==> src/rtl/dmem_access_scheduler.sv <==
// Arbitrates the single-port data RAM between the MEM stage (priority) and debug read bursts.
// Optional stall statistics counter enabled by defining DMEM_SCHED_STATS_EN.
module dmem_access_scheduler #(
  parameter int ADDR_W     = 10,
  parameter int DATA_W     = 32,
  parameter int CNT_W      = 11,
  parameter int STARVE_MAX = 8
) (
  input  logic              clk,
  input  logic              reset,
  input  logic              pipe_req,
  input  logic              pipe_we,
  input  logic [ADDR_W-1:0] pipe_addr,
  input  logic [DATA_W-1:0] pipe_wdata,
  output logic              pipe_stall,
  output logic              pipe_rvalid,
  output logic [DATA_W-1:0] pipe_rdata,
  input  logic              dbg_start,
  input  logic [ADDR_W-1:0] dbg_base,
  input  logic [CNT_W-1:0]  dbg_count,
  output logic              dbg_busy,
  output logic              dbg_rvalid,
  output logic [DATA_W-1:0] dbg_rdata,
  output logic              dbg_done,
  output logic              ram_we,
  output logic [ADDR_W-1:0] ram_addr,
  output logic [DATA_W-1:0] ram_wdata,
  input  logic [DATA_W-1:0] ram_rdata
`ifdef DMEM_SCHED_STATS_EN
  ,
  output logic [15:0]       stall_cycles
`endif
);

  typedef enum logic [1:0] {ST_IDLE, ST_BURST, ST_DRAIN, ST_DONE} state_t;

  localparam logic [7:0]        LP_STARVE_MAX = 8'(STARVE_MAX);
  localparam logic [CNT_W-1:0]  LP_CNT_ONE    = CNT_W'(1);
  localparam logic [ADDR_W-1:0] LP_ADDR_ONE   = ADDR_W'(1);

  state_t            r_state;
  logic [ADDR_W-1:0] r_addr;
  logic [ADDR_W-1:0] r_last_addr;
  logic [CNT_W-1:0]  r_remain;
  logic [7:0]        r_starve;
  logic              r_pipe_rvalid;
  logic              r_dbg_rvalid;
  logic              r_dbg_busy;
  logic              r_dbg_done;

  logic              w_forced;
  logic              w_pipe_gnt;
  logic              w_dbg_issue;
  logic [ADDR_W-1:0] w_ram_addr;

  assign w_forced    = (r_state == ST_BURST) && (r_starve == LP_STARVE_MAX);
  assign w_pipe_gnt  = pipe_req & ~w_forced;
  assign w_dbg_issue = (r_state == ST_BURST) & ~w_pipe_gnt;

  // Idle cycles keep the previous address so the RAM input bus does not toggle.
  always_comb begin
    w_ram_addr = r_last_addr;
    if (w_pipe_gnt)       w_ram_addr = pipe_addr;
    else if (w_dbg_issue) w_ram_addr = r_addr;
  end

  assign pipe_stall  = pipe_req & w_forced;
  assign ram_we      = w_pipe_gnt & pipe_we & ~reset;
  assign ram_addr    = w_ram_addr;
  assign ram_wdata   = pipe_wdata;
  assign pipe_rvalid = r_pipe_rvalid;
  assign pipe_rdata  = ram_rdata;
  assign dbg_rvalid  = r_dbg_rvalid;
  assign dbg_rdata   = ram_rdata;
  assign dbg_busy    = r_dbg_busy;
  assign dbg_done    = r_dbg_done;

  always_ff @(posedge clk or posedge reset) begin
    if (reset) begin
      r_state       <= ST_IDLE;
      r_addr        <= '0;
      r_last_addr   <= '0;
      r_remain      <= '0;
      r_starve      <= '0;
      r_pipe_rvalid <= 1'b0;
      r_dbg_rvalid  <= 1'b0;
      r_dbg_busy    <= 1'b0;
      r_dbg_done    <= 1'b0;
    end else begin
      r_last_addr   <= w_ram_addr;
      r_pipe_rvalid <= w_pipe_gnt & ~pipe_we;
      r_dbg_rvalid  <= w_dbg_issue;
      case (r_state)
        ST_IDLE: begin
          r_starve <= '0;
          if (dbg_start && (dbg_count != '0)) begin
            r_state    <= ST_BURST;
            r_addr     <= dbg_base;
            r_remain   <= dbg_count;
            r_dbg_busy <= 1'b1;
          end else if (dbg_start) begin
            r_state    <= ST_DONE;
            r_dbg_done <= 1'b1;
          end
        end
        ST_BURST: begin
          if (w_dbg_issue) begin
            r_starve <= '0;
            r_addr   <= r_addr + LP_ADDR_ONE;
            r_remain <= r_remain - LP_CNT_ONE;
            if (r_remain == LP_CNT_ONE) begin
              r_state    <= ST_DRAIN;
              r_dbg_done <= 1'b1;
            end
          end else if (r_starve != LP_STARVE_MAX) begin
            r_starve <= r_starve + 8'd1;
          end
        end
        ST_DRAIN: begin
          r_state    <= ST_IDLE;
          r_dbg_busy <= 1'b0;
          r_dbg_done <= 1'b0;
        end
        default: begin
          r_state    <= ST_IDLE;
          r_dbg_done <= 1'b0;
        end
      endcase
    end
  end

`ifdef DMEM_SCHED_STATS_EN
  logic [15:0] r_stall_cycles;

  always_ff @(posedge clk or posedge reset) begin
    if (reset)                                    r_stall_cycles <= '0;
    else if (dbg_start)                           r_stall_cycles <= '0;
    else if (pipe_stall && r_stall_cycles != '1)  r_stall_cycles <= r_stall_cycles + 16'd1;
  end

  assign stall_cycles = r_stall_cycles;
`endif

endmodule

==> config.mk <==
export PLATFORM = sky130hd
export DESIGN_NAME = dmem_access_scheduler
export DESIGN_NICKNAME = d
export VERILOG_FILES = /design/src/rtl/dmem_access_scheduler.sv
export SDC_FILE = /design/constraint.sdc
export NUM_CORES = 1
export LEC_CHECK = 0
export CAP_MARGIN = 20
export CORE_AREA = 4 4 70 137
export DETAILED_ROUTE_END_ITERATION = 7
export DIE_AREA = 0 0 74 141
export GPL_TIMING_DRIVEN = 0
export MAX_ROUTING_LAYER = met4
export PLACE_DENSITY = 0.94
export SYNTH_ARGS = -nofsm -noshare
export SYNTH_HDL_FRONTEND = slang
export SYNTH_SLANG_ARGS = --single-unit
export TNS_END_PERCENT = 20
==> constraint.sdc <==
create_clock -name clk -period 5.85 [get_ports clk]
set_input_delay 1.17 -clock clk [delete_from_list [all_inputs] [get_ports clk]]
set_output_delay 1.17 -clock clk [all_outputs]
set_load 0.01 [all_outputs]
==> reports/results.ini <==
[logic_synthesis]
async_flop_share_pct=100
yosys-top-cells-count=97 x buf_4, 45 x dfrtp_1, 23 x a21oi_1, 23 x nand2_1, 21 x nor2_1
ys_seq_area_share_pct=33.7
synth_area_per_cell_um2=8.84
yosys.area.top_type_share_pct=33.7
ys_warn_count=0
synthCells=378
synth_cell_types=56
synth_area_leader_cell=dfrtp_1
ys.flop_type=dfrtp_1
ys_seq_elements=45
synth_area_leaders=dfrtp_1 34%, buf_4 22%, a21oi_1 3.4%
synth.most_common_cell=buf_4
syn_nets=483
synth-edff-count=0
syn-cell-area_um2=3340

[critical_path]
crit_path_end_kind=output pin
rrSetupSlack_ns=3.48
start_kind=input pin
cp_max_fo=10
cpMostUsedCell=clkdlybuf4s50_1
required_ns=4.68
reg2reg_depth=7
critical_path_class=input pin to output pin
cp_cell_sequence=clkdlybuf4s50_1, inv_1, a31oi_1, clkbuf_1, nand2_1, o21ai_0, clkdlybuf4s50_1
rr_startpoint=r_starve[0]
critPathBufInv=4
slowest_delay_ns=0.60
cp_top_family=buffers and inverters
slowest_stage=clkdlybuf4s50_1
crit_arrival_ns=3.51
reg2reg_to=r_remain[10]

[timing]
hold-worst-slack_ns=0.523
setup_viol=0
clock.fmax_mhz=213
finalSetupTns_ns=0
fin_crit_sh_pct=80.1
fin_crit_ns=4.68
finalMaxSlewViolations=0
tightest_slew_ns=0.721
skew_ns=0.0106
relSlewSlack_pct=51.7
rsz0062_at_grt=false
final_hold_viol_count=0

[power_and_ir_drop]
p_int_w=0.000860
power_frac_seq_pct=39.7
finalPower_w=0.00132
switching_share_pct=34.8
power_density_nw_per_um2=259
p_leak_nw=2.18
power_frac_clock_pct=21.4
combPwrFrac_pct=38.9
switching_power_w=0.000459
ir_drop_v=0.000191

[global_routing]
gr-total-overflow=0
grt.total_usage_pct=21.1
grt_max_degree=43
grt_pass1_wl_mm=16.8
grt_pass1_vias=3624
antenna_found_initial=0

[routing]
drt_iter0_markers=214
routed.top_layer=met4
postRouteWirelength_mm=10.7
vias=3378
met3_length_mm=1.24
route.met2.wl_mm=5.75
avgRoutedWirePerCell_um=16.9
drtAntennaViolNets=0
drc=0
wl_met1_mm=3.41
firstDrtPassIters=6
post_drt_via_cell_ratio=5.33

[place]
place_hpwl_mm=8.76
gp_congestion=0.925
placed_cell_area_um2=4960
port_buffers=147

[die]
design.core.area_um2=8590
die_area_um2=10400
initial_core_util_pct=38.9
dieHeight_um=141
ios=212
die_w_um=74
rows=48

[cts]
htreeDepth=2
clockBufferDepth=2
postCtsHoldBufs=0
cts_tree=built
cts_buffers=5
post-cts-setup-buffers=0
clk_latency_ns=0.30
ctsResizeCount=0
clkSinkCount=45
clk_pin_slew_worst_paths_ns=0.07
cts-root-buf=clkbuf_16

[flow_run]
cap_viol_max_count=0

[layout]
drive_gt1_share_pct=23.0
regArea_um2=1130
multiInputGateArea_um2=1360
fin_area_um2=5100
finalCoreUtilization_pct=59.4
n_antenna_cell=0
fin_nets=638
n_fill_cell=744
area_delta_synth_final_pct=52.6

[outcome]
outcome=finished, final reports clean

[hold_path]
min_to=dbg_done
hp-start=dbg_done
holdCritPathClass=register to register
hold_depth=2

## final cells by class
cell class | instances | share of cell area [%]
tap | 100 | 2.45
timing repair buffer | 148 | 29.2
clock inverter | 3 | 0.343
buffer | 112 | 15.7
multi-input combinational | 207 | 26.7
sequential | 45 | 22.1
inverter | 14 | 1.03
clock buffer | 5 | 2.45
## power groups by stage
stage	clock (W)	combinational (W)	sequential (W)
floorplan	0	0.000318	0.000489
global placement	0	0.000493	0.000510
detailed placement	0	0.000513	0.000520
CTS	0.000287	0.000516	0.000516
global route	0.000298	0.000565	0.000534
finish	0.000282	0.000513	0.000523
## tightest hold or removal path: cells and delay by family (launching register included)
kind,cells,cell delay (ns)
flops,1,0.38
compound gates,1,0.05
buf+inv,1,0.05
## registers in the layout, summed over array words and instances (netlist names)
signal       cells
r_remain        11
r_addr          10
r_last_addr     10
r_starve         8
r_state          2
dbg_busy         1
dbg_done         1
dbg_rvalid       1
pipe_rvalid      1
## cells in the final DEF, fill, tap and decap left out, types with 4 or more instances in the layout
master	count
clkdlybuf4s50_1	147
buf_4	97
dfrtp_1	45
a21oi_1	23
nand2_1	23
nor2_1	21
o21ai_0	18
inv_1	13
a31oi_1	10
clkbuf_1	9
nor3_1	9
mux2i_1	8
nand3_1	7
o22a_1	7
o22ai_1	6
a22oi_1	5
ha_1	5
clkbuf_16	5
or3_1	4
a2bb2oi_1	4
nor4_1	4
## through the flow
stage	setup WS (ns)	std cells
3_3_place_gp	0.879	625
2_1_floorplan	2.21	378
5_1_grt	1.02	634
3_5_place_dp	1.19	626
4_1_cts	1.18	634
6_report	1.17	634
## metal layers
layer | global-route usage, % | vias up
li1 | - | 1563
met1 | 20.1 | 1549
met2 | 37.6 | 244
met3 | 5.00 | 22
met4 | 10.9 | 0
met5 | - | -
## worst max path at each step
stage / start / end / slack (ns) / cells after the start
detailed placement: pipe_req / ram_addr[0] / 1.19 / 7
global placement: reset / ram_we / 0.88 / 4
floorplan: reset / ram_we / 2.21 / 2
global route: pipe_req / ram_addr[4] / 1.02 / 7
CTS: pipe_req / ram_addr[0] / 1.18 / 7
finish: pipe_req / ram_addr[4] / 1.17 / 7
## kinds of logic after synthesis
family / count (synthesis) / share of synthesized area [%]
buf+inv: 126 / 25.5
compound gates: 99 / 21.1
simple gates: 94 / 15.1
flops: 45 / 33.7
mux: 8 / 2.40
fa+ha+maj: 5 / 1.87
xor+xnor: 1 / 0.262
No activity file was read; power rests on OpenSTA's default activity.
